File: config.mk
export PLATFORM = sky130hd
export DESIGN_NAME = pdm_pair_capture
export DESIGN_NICKNAME = d
export VERILOG_FILES = /design/src/rtl/pdm_capture_pkg.sv /design/src/rtl/edge_sync.sv /design/src/rtl/pdm_pair_capture.sv
export SDC_FILE = /design/constraint.sdc
export NUM_CORES = 1
export LEC_CHECK = 0
export BUFFER_PORTS_ARGS = -buffer_cell sky130_fd_sc_hd__buf_2
export CORE_MARGIN = 2
export CORE_UTILIZATION = 45
export DETAILED_ROUTE_END_ITERATION = 16
export SYNTH_ARGS = -nofsm -noshare
export SYNTH_HDL_FRONTEND = slang
export SYNTH_SLANG_ARGS = --single-unit
export TNS_END_PERCENT = 20
File: constraint.sdc
create_clock -name clk -period 4.1 [get_ports clk]
set_input_delay 0 -clock clk [delete_from_list [all_inputs] [get_ports clk]]
set_output_delay 0 -clock clk [all_outputs]
set_load 0.03 [all_outputs]
File: src/rtl/pdm_capture_pkg.sv
// Shared constants and channel encoding for the stereo PDM pair capture path.
package pdm_capture_pkg;

    localparam int DEF_WORD_W     = 16;
    localparam int DEF_SAMPLE_DLY = 2;
    localparam int DEF_TIMEOUT    = 32;

    typedef enum logic {
        CH_L = 1'b0,
        CH_R = 1'b1
    } ch_e;

endpackage

File: src/rtl/edge_sync.sv
// Two-flop synchroniser plus edge-detect flop for one asynchronous level.
// Rise/fall pulse one cycle, two clk edges after the pin is first captured; no backpressure.
module edge_sync (
    input  logic clk,
    input  logic reset_n,
    input  logic din,
    output logic level,
    output logic rise,
    output logic fall
);

    logic [2:0] sync_q;
    logic [2:0] sync_d;

    always_comb begin
        sync_d = {sync_q[1:0], din};
    end

    always_ff @(posedge clk or negedge reset_n) begin
        if (!reset_n) begin
            sync_q <= 3'b000;
        end else begin
            sync_q <= sync_d;
        end
    end

    assign level = sync_q[1];
    assign rise  = sync_q[1] & ~sync_q[2];
    assign fall  = ~sync_q[1] & sync_q[2];

endmodule

File: src/rtl/pdm_pair_capture.sv
// Stereo PDM pair deserialiser: L on mic-clock rise, R on fall, WORD_W-bit words out.
// Word appears the cycle after the final R sample; while held unaccepted, new pairs drop and set overrun.
module pdm_pair_capture
    import pdm_capture_pkg::*;
#(
    parameter int WORD_W     = DEF_WORD_W,
    parameter int SAMPLE_DLY = DEF_SAMPLE_DLY,
    parameter int TIMEOUT    = DEF_TIMEOUT
) (
    input  logic              clk,
    input  logic              reset_n,
    input  logic              enable,
    input  logic              mic_clk_in,
    input  logic              mic_data_in,
    output logic [WORD_W-1:0] word_l,
    output logic [WORD_W-1:0] word_r,
    output logic              word_valid,
    input  logic              word_ready,
    output logic              overrun,
    output logic              clk_lost
);

    localparam int CNT_W = (WORD_W > 2) ? $clog2(WORD_W) : 1;
    localparam int DLY_W = $clog2(SAMPLE_DLY + 1);
    localparam int WD_W  = $clog2(TIMEOUT + 1);

    localparam logic [CNT_W-1:0] CNT_LAST = CNT_W'(WORD_W - 1);
    localparam logic [DLY_W-1:0] DLY_LAST = DLY_W'(SAMPLE_DLY - 1);
    localparam logic [WD_W-1:0]  WD_MAX   = WD_W'(TIMEOUT);

    logic mc_lvl, mc_rise, mc_fall, mc_edge;

    edge_sync u_mic_clk_sync (
        .clk     (clk),
        .reset_n (reset_n),
        .din     (mic_clk_in),
        .level   (mc_lvl),
        .rise    (mc_rise),
        .fall    (mc_fall)
    );

    assign mc_edge = mc_rise | mc_fall;

    logic [1:0]        data_sync_q, data_sync_d;
    logic [WORD_W-1:0] sr_l_q, sr_l_d, sr_r_q, sr_r_d;
    logic [WORD_W-1:0] word_l_q, word_l_d, word_r_q, word_r_d;
    logic [CNT_W-1:0]  pair_cnt_q, pair_cnt_d;
    logic [DLY_W-1:0]  dly_cnt_q, dly_cnt_d;
    logic [WD_W-1:0]   wd_cnt_q, wd_cnt_d;
    ch_e               pend_ch_q, pend_ch_d;
    logic              pend_q, pend_d;
    logic              locked_q, locked_d;
    logic              valid_q, valid_d;
    logic              ovr_q, ovr_d;
    logic              lost_q, lost_d;
    logic              take, complete, edge_use;

    always_comb begin
        data_sync_d = {data_sync_q[0], mic_data_in};
        sr_l_d      = sr_l_q;
        sr_r_d      = sr_r_q;
        word_l_d    = word_l_q;
        word_r_d    = word_r_q;
        pair_cnt_d  = pair_cnt_q;
        dly_cnt_d   = dly_cnt_q;
        wd_cnt_d    = wd_cnt_q;
        pend_ch_d   = pend_ch_q;
        pend_d      = pend_q;
        locked_d    = locked_q;
        valid_d     = valid_q;
        ovr_d       = ovr_q;
        lost_d      = lost_q;
        take        = 1'b0;
        complete    = 1'b0;
        edge_use    = 1'b0;

        if (!enable) begin
            sr_l_d     = '0;
            sr_r_d     = '0;
            pair_cnt_d = '0;
            dly_cnt_d  = '0;
            wd_cnt_d   = '0;
            pend_ch_d  = CH_L;
            pend_d     = 1'b0;
            locked_d   = 1'b0;
            valid_d    = 1'b0;
            ovr_d      = 1'b0;
            lost_d     = 1'b0;
        end else begin
            if (valid_q && word_ready) begin
                valid_d = 1'b0;
            end

            if (mc_edge) begin
                wd_cnt_d = '0;
                lost_d   = 1'b0;
            end else if (wd_cnt_q != WD_MAX) begin
                wd_cnt_d = wd_cnt_q + 1'b1;
            end

            // A fresh edge forces out a sample that is still waiting on its delay.
            take = pend_q && (mc_edge || (dly_cnt_q == DLY_LAST));
            if (take) begin
                pend_d = 1'b0;
                if (pend_ch_q == CH_L) begin
                    sr_l_d = {sr_l_q[WORD_W-2:0], data_sync_q[1]};
                end else begin
                    sr_r_d = {sr_r_q[WORD_W-2:0], data_sync_q[1]};
                    if (pair_cnt_q == CNT_LAST) begin
                        complete   = 1'b1;
                        pair_cnt_d = '0;
                    end else begin
                        pair_cnt_d = pair_cnt_q + 1'b1;
                    end
                end
            end else if (pend_q) begin
                dly_cnt_d = dly_cnt_q + 1'b1;
            end

            // Until a rise is seen, falls are discarded so every pair starts with L.
            edge_use = mc_rise || (mc_fall && locked_q);
            if (mc_rise) begin
                locked_d = 1'b1;
            end
            if (edge_use) begin
                pend_d    = 1'b1;
                pend_ch_d = mc_lvl ? CH_L : CH_R;
                dly_cnt_d = '0;
            end

            if (complete) begin
                if (!valid_q || word_ready) begin
                    word_l_d = sr_l_d;
                    word_r_d = sr_r_d;
                    valid_d  = 1'b1;
                end else begin
                    ovr_d = 1'b1;
                end
            end

            if (wd_cnt_d == WD_MAX) begin
                lost_d     = 1'b1;
                sr_l_d     = '0;
                sr_r_d     = '0;
                pair_cnt_d = '0;
                pend_d     = 1'b0;
                locked_d   = 1'b0;
            end
        end
    end

    always_ff @(posedge clk or negedge reset_n) begin
        if (!reset_n) begin
            data_sync_q <= '0;
            sr_l_q      <= '0;
            sr_r_q      <= '0;
            word_l_q    <= '0;
            word_r_q    <= '0;
            pair_cnt_q  <= '0;
            dly_cnt_q   <= '0;
            wd_cnt_q    <= '0;
            pend_ch_q   <= CH_L;
            pend_q      <= 1'b0;
            locked_q    <= 1'b0;
            valid_q     <= 1'b0;
            ovr_q       <= 1'b0;
            lost_q      <= 1'b0;
        end else begin
            data_sync_q <= data_sync_d;
            sr_l_q      <= sr_l_d;
            sr_r_q      <= sr_r_d;
            word_l_q    <= word_l_d;
            word_r_q    <= word_r_d;
            pair_cnt_q  <= pair_cnt_d;
            dly_cnt_q   <= dly_cnt_d;
            wd_cnt_q    <= wd_cnt_d;
            pend_ch_q   <= pend_ch_d;
            pend_q      <= pend_d;
            locked_q    <= locked_d;
            valid_q     <= valid_d;
            ovr_q       <= ovr_d;
            lost_q      <= lost_d;
        end
    end

    assign word_l     = word_l_q;
    assign word_r     = word_r_q;
    assign word_valid = valid_q;
    assign overrun    = ovr_q;
    assign clk_lost   = lost_q;

endmodule

=== Word-level counts from Yosys, hierarchy flattened ===
Cells that the tools add are included.

* Flip-flop bits (word level): 87
* Input bits: 6
* Output and inout port bits: 35
* Word-level logic and storage cells: 93

* $add $sub $neg: 3
* Equal/unequal tests: 14
* Multiplexer cells: 45
* Bitwise gates (word level): 5
* Reductions and logical operators: 11

{| class="wikitable"
|+ Operators by type and width
! kind !! number
|-
| $mux 16 || 8
|-
| $mux 1 || 24
|-
| $mux 6 || 4
|-
| $mux 4 || 5
|-
| $ne 3x1->1 const B || 5
|-
| $mux 2 || 4
|-
| $add 6x1->6 const B || 1
|-
| $eq 6x6->1 const B || 1
|-
| $ne 6x6->1 const B || 1
|-
| $reduce_and 2->1 || 3
|-
| $add 4x1->4 const B || 1
|-
| $eq 4x4->1 const B || 1
|-
| $ne 2x1->1 const B || 2
|-
| $ne 4x1->1 const B || 1
|-
| $logic_and 1x1->1 || 3
|-
| $logic_or 1x1->1 || 3
|-
| $ne 3x2->1 const B || 1
|-
| $reduce_and 3->1 || 1
|-
| $add 2x1->2 const B || 1
|-
| $and 1x1->1 || 2
|-
| $eq 2x1->1 const B || 1
|-
| $ne 2x2->1 const B || 1
|-
| $not 1->1 || 2
|-
| $logic_not 1->1 || 1
|-
| $or 1x1->1 || 1
|}

=== Logic depth before layout (Yosys ltp) ===
* Word-level depth: 9
* Gate-level depth with buffers: 9
* Mapped depth without buffers: 7

=== Modules after synthesis ===
A second synthesis with hierarchy kept.

* Cell total of the unflattened synthesis: 315
* Area, all modules: 3502.1 sq um

{| class="wikitable"
|+ By module, submodules not included
! module !! instances !! cells an instance !! area an instance (sq um) !! sequential area each (sq um)
|-
| pdm_pair_capture || 1 || 310 || 3412.0 || 2102.0
|-
| edge_sync || 1 || 5 || 90.1 || 75.1
|}

=== Worst setup path before layout ===
OpenSTA, ideal clock, no wires.

* Path type: register to register
* Start: reg u_mic_clk_sync.sync_q[1]
* End: reg word_l_q[0], in the netlist word_l[0]
* Setup time: 77 ps
* Data arrival time: 1882 ps
* Required time: 4023 ps
* Path slack: 2141 ps
* Cell stages (with the launch flop): 9
* Path buffers: 1
* Period minus slack after synthesis: 1959 ps
* Cell sequence: dfrtp_1 -> inv_1 -> ha_1 -> nand2b_1 -> nand3_1 -> nor3_2 -> buf_2 -> nor2_1 -> a21oi_1

* Longest elaborated chain between the ends: 8
* Elaborated cells on any way between the ends: 10
* Those cells by class: mux (3); bitwise (4); reduce/logical (3)

{| class="wikitable"
|+ Ends and longest elaborated chain
! what !! line !! text
|-
| start, declared || edge_sync.sv:12 || <nowiki>logic [2:0] sync_q;</nowiki>
|-
| start signal, assigned || edge_sync.sv:23 || <nowiki>sync_q <= sync_d;</nowiki>
|-
| $not 1->1 || edge_sync.sv:29 || <nowiki>assign fall = ~sync_q[1] & sync_q[2];</nowiki>
|-
| $and 1x1->1 || edge_sync.sv:29 ||
|-
| $or 1x1->1 * || pdm_pair_capture.sv:42 || <nowiki>assign mc_edge = mc_rise | mc_fall;</nowiki>
|-
| $logic_or 1x1->1 * || pdm_pair_capture.sv:102 || <nowiki>take = pend_q && (mc_edge || (dly_cnt_q == DLY_LAST));</nowiki>
|-
| $logic_and 1x1->1 * || pdm_pair_capture.sv:102 ||
|-
| $mux 1 || pdm_pair_capture.sv:103 || <nowiki>if (take) begin</nowiki>
|-
| $mux 1 || pdm_pair_capture.sv:77 || <nowiki>if (!enable) begin</nowiki>
|-
| $reduce_and 3->1 (no source line) || -- ||
|-
| end signal, assigned || pdm_pair_capture.sv:172 || <nowiki>word_l_q <= word_l_d;</nowiki>
|-
| end, declared || pdm_pair_capture.sv:46 || <nowiki>logic [WORD_W-1:0] word_l_q, word_l_d, word_r_q, word_r_d;</nowiki>
|}

Every way passes the cells marked *; elsewhere a longest branch is shown, timed or not. The select of a mux whose other input is x is not followed.
A chain may end at the register's enable or synchronous reset.

=== Worst setup path after layout ===
* Start: reg u_mic_clk_sync.sync_q[1]
* End: reg pair_cnt_q[3]

* Longest elaborated chain between the ends: 8
* Elaborated cells on any way between the ends: 14
* Those cells by class: eq/ne (3); mux (4); bitwise (4); reduce/logical (3)

{| class="wikitable"
|+ Ends and longest elaborated chain
! what !! line !! text
|-
| $not 1->1 || edge_sync.sv:29 ||
|-
| $and 1x1->1 || edge_sync.sv:29 ||
|-
| $or 1x1->1 * || pdm_pair_capture.sv:42 ||
|-
| $mux 6 || pdm_pair_capture.sv:94 || <nowiki>if (mc_edge) begin</nowiki>
|-
| $mux 6 || pdm_pair_capture.sv:77 ||
|-
| $eq 6x6->1 || pdm_pair_capture.sv:141 || <nowiki>if (wd_cnt_d == WD_MAX) begin</nowiki>
|-
| $ne 3x1->1 (no source line) or $mux 4 (tied branches) || -- ||
|-
| $reduce_and 2->1 (no source line) or $mux 4 (tied branches) || -- ||
|-
| end signal, assigned || pdm_pair_capture.sv:174 || <nowiki>pair_cnt_q <= pair_cnt_d;</nowiki>
|-
| end, declared || pdm_pair_capture.sv:47 || <nowiki>logic [CNT_W-1:0] pair_cnt_q, pair_cnt_d;</nowiki>
|}

Marked as above.

==> impl_results.md <==
- Run status: complete, no violations
- Endpoint required time on the critical path: 4370 ps
- Max-cap violations: 0
- Cell type of the slowest stage on the worst timing path: sky130_fd_sc_hd__and3_1
- Adder and majority gate portion of the synthesized area: 2.15%
- Number of distinct library cells after synthesis: 28
- Final number of max-transition violations: 0
- Detailed Route Iter0 Violations: 135
- Worst setup SP type: register
- Post-synthesis sequential area ratio: 62.5%
- Routed WL: 6.20 mm
- Routability congestion estimate from global placement: 0.735
- Final count of negative-setup-slack endpoints: 0
- Cell area after synthesis: 3480 um2
- Register-to-register path setup slack: 1680 ps
- Cell Area, Placed: 3770 um2
- Basic-gate share of the synthesized area counting and, or, nand and nor cells: 13.5%
- Cell types with the highest counts after synthesis: sky130_fd_sc_hd__dfrtp_1 (87), sky130_fd_sc_hd__nor2_1 (78), sky130_fd_sc_hd__a21oi_1 (40)
- Drc violations: 0
- TritonCTS clock tree: done
- Cell type contributing the most total cell area after synthesis: sky130_fd_sc_hd__dfrtp_1
- Power per standard cell area: 421 nW/um2
- Count of buffering cells on the critical path with inverters included: 1
- Path type of the worst setup path: register to register
- Ys Warns: 0
- Mux contribution to synthesized area: 9.48%
- Post-synth EDFFs: 0
- Final period utilization: 59.1%
- Most numerous cell in the Yosys netlist: sky130_fd_sc_hd__dfrtp_1
- Start of the worst register-to-register path: u_mic_clk_sync.sync_q[1]
- Total of flip-flops plus latches after synthesis: 87
- Wire length per cell: 13.4 um
- Worst clock skew on the final layout: 10.1 ps
- Total iterations of the first detailed-routing run: 4
- Delay-heaviest family, CP: simple AND/OR/NAND/NOR gates
- Top-level port count: 41
- Maximum number of pins on one net before global-route repair: 88
- Top area cells in the synthesized netlist: sky130_fd_sc_hd__dfrtp_1 (62%), sky130_fd_sc_hd__mux2i_1 (9.5%), sky130_fd_sc_hd__nor2_1 (8.4%)
- Yosys top cell area share: 62.5%
- Period minus WS final: 2420 ps
- Final core utilization: 53.1%
- Effective utilization at floorplan: 45.8%
- Setup repair after global routing missed its margin: no
- Fraction of registers with async set/reset: 100%
- Layout overhead on the synthesized area: 15.8%
- Critical Path AT: 2700 ps
- Vertical die dimension: 92.0 um
- Fraction of final layout cells sized beyond drive strength 1: 16.9%
- Combinational family with the most area after synthesis: simple AND/OR/NAND/NOR gates
- Number of antenna violations at the first check in global routing: 0
- Synthesized area per cell: 11.1 um2
- Endpoint with the worst hold slack: word_valid
- Post-CTS setup-driven buffer insertion count: 0
- Setup slack at placement: 1680 ps
- Total negative slack: 0 ps
- Total vias in the final route: 2,250
- Port Buffer Count: 40
- Buffers from clock root to sink, at most: 2
- Crit end category: register
- Worst vdd ir: 0.217 mV
- Origin of the worst min-delay path: word_ready
- Type of the tightest min-delay check: input port to register
- Least-Margin Pin Slew: 1090 ps
- Area of the core region: 7610 um2
- Full die area: 8460 um2
- FILL cells: 718
- Share of the synthesized area in compound gates (AO/OA/AOI/OAI): 7.50%
- Final hold violation count: 0
- Leakage power of the design: 1.88 nW
- R2r endpoint: pair_cnt_q[3]
- Detailed placer's ending HPWL: 3.94 mm
- Crit path from: u_mic_clk_sync.sync_q[1]
- Worst hold stages: 3
- Number of buffers created by CTS: 9
- Synthesized Nets: 325
- # rows: 32
- Antenna-violating nets left: 0
- Max-Slew Margin vs Limit: 27.2%
- Post-layout instance count excluding filler cells: 463
- Overall routing resource usage: 15.9%
- Instance count after placement with tap cells included: 444
- Least setup slack across all paths after layout: 1680 ps
- Synth Instances: 313
- Overflow left after global routing: 0
- H-Tree Depth: 3
- Clock sink count: 87
- Final-stage net count: 369
- Cells along the critical path: inv_1 -> ha_1 -> nand2b_1 -> and3_1 -> nand2_1 -> or3_1 -> a21oi_1
- First-pass GRT wire length: 10.7 mm
- Clock root cell: sky130_fd_sc_hd__clkbuf_8
- Largest incremental delay on the critical path: 800 ps
- Achievable clock frequency: 412 MHz
- Clock latency on the worst-skew pair: 340 ps
- Number of inserted diodes: 0
- Post-route cell area: 4040 um2
- Maximum net fanout on the critical path: 17
- Predominant post-synthesis flop cell: sky130_fd_sc_hd__dfrtp_1
- XOR/XNOR share of the synthesized area: 1.76%
- Vias per cell: 4.86
- R2R depth: 7
- Number of global-route vias before repair: 2,270
- Post-CTS clock slew at the launch and capture registers of the worst setup and hold paths: 90 ps
- Width of the die: 92.0 um
routing by layer:
metal | vias to the layer above | wire (um) | track usage [%]
met1 | 1089 | 3160 | 23.0
met4 | 0 | 46 | 6.47
met2 | 33 | 2820 | 24.1
met5 | - | 0 | 0
li1 | 1122 | - | -
met3 | 6 | 181 | 2.71
sequential cells by signal, summed over array words and instances, names as in the netlist, 2 cells and up:
register               cells
data_sync_q                2
dly_cnt_q                  2
pair_cnt_q                 4
sr_l_q                    16
sr_r_q                    16
u_mic_clk_sync.sync_q      3
wd_cnt_q                   6
word_l                    16
word_r                    16
worst min-delay path: cells and delay by family:
family | cells | cell delay (ps)
AOI/OAI and AO/OA | 1 | 100
and+or+nand+nor | 1 | 130
buffers and inverters | 1 | 70
layout by cell type, fill, tap and decap left out, types with 4 or more instances in the layout:
cell type	instances
sky130_fd_sc_hd__a21oi_1	40
sky130_fd_sc_hd__buf_2	39
sky130_fd_sc_hd__clkbuf_8	11
sky130_fd_sc_hd__dfrtp_1	87
sky130_fd_sc_hd__dlygate4sd3_1	4
sky130_fd_sc_hd__ha_1	6
sky130_fd_sc_hd__inv_1	8
sky130_fd_sc_hd__mux2i_1	33
sky130_fd_sc_hd__nand2_1	12
sky130_fd_sc_hd__nand3_1	6
sky130_fd_sc_hd__nor2_1	78
sky130_fd_sc_hd__xnor2_1	4
power breakdown:
group	leakage, nW	internal (mW)	total [mW]	switching [mW]
combinational	0.642	0.0400	0.132	0.0922
clock	0.116	0.377	0.670	0.293
sequential	1.13	0.881	0.895	0.0147
worst max path at each step:
stage               cells past startpoint            end
floorplan                               8      word_l[0]
finish                                  7  pair_cnt_q[3]
CTS                                     7  pair_cnt_q[3]
global route                            7  pair_cnt_q[3]
global placement                        7     word_l[14]
detailed placement                      7  pair_cnt_q[3]
cell type report:
class | count | area [um2] | share of cell area [%]
flip-flops and latches | 87 | 2180 | 53.9
well taps | 102 | 128 | 3.16
inverters | 8 | 30.0 | 0.744
multi-input cells | 205 | 1210 | 30.1
clock buffers | 11 | 151 | 3.75
repair buffers | 46 | 258 | 6.39
clock inverters | 4 | 77.6 | 1.92
stage by stage:
stage          hold slack [ps]  power [mW]
3_3_place_gp               110        1.04
2_1_floorplan             -296       0.995
4_1_cts                   6.26        1.73
5_1_grt                   29.7        1.77
6_report                  6.26        1.70
3_5_place_dp               115        1.04
what timing repair did:
item                      4_1_cts  5_1_grt
hold endpoints to repair       94        0
hold buffers                    4        0
resized for setup               0        0
kinds of logic (layout without fill, tap and decap cells):
logic type	Yosys count	count (layout)
XOR/XNOR	7	7
adder cells (fa/ha/maj)	6	6
buffers and inverters	21	69
flip-flops	87	87
multiplexers	33	33
AND/OR/NAND/NOR	112	112
AO/OA/AOI/OAI	47	47
Note: power is estimated with default switching activity, not from simulation.
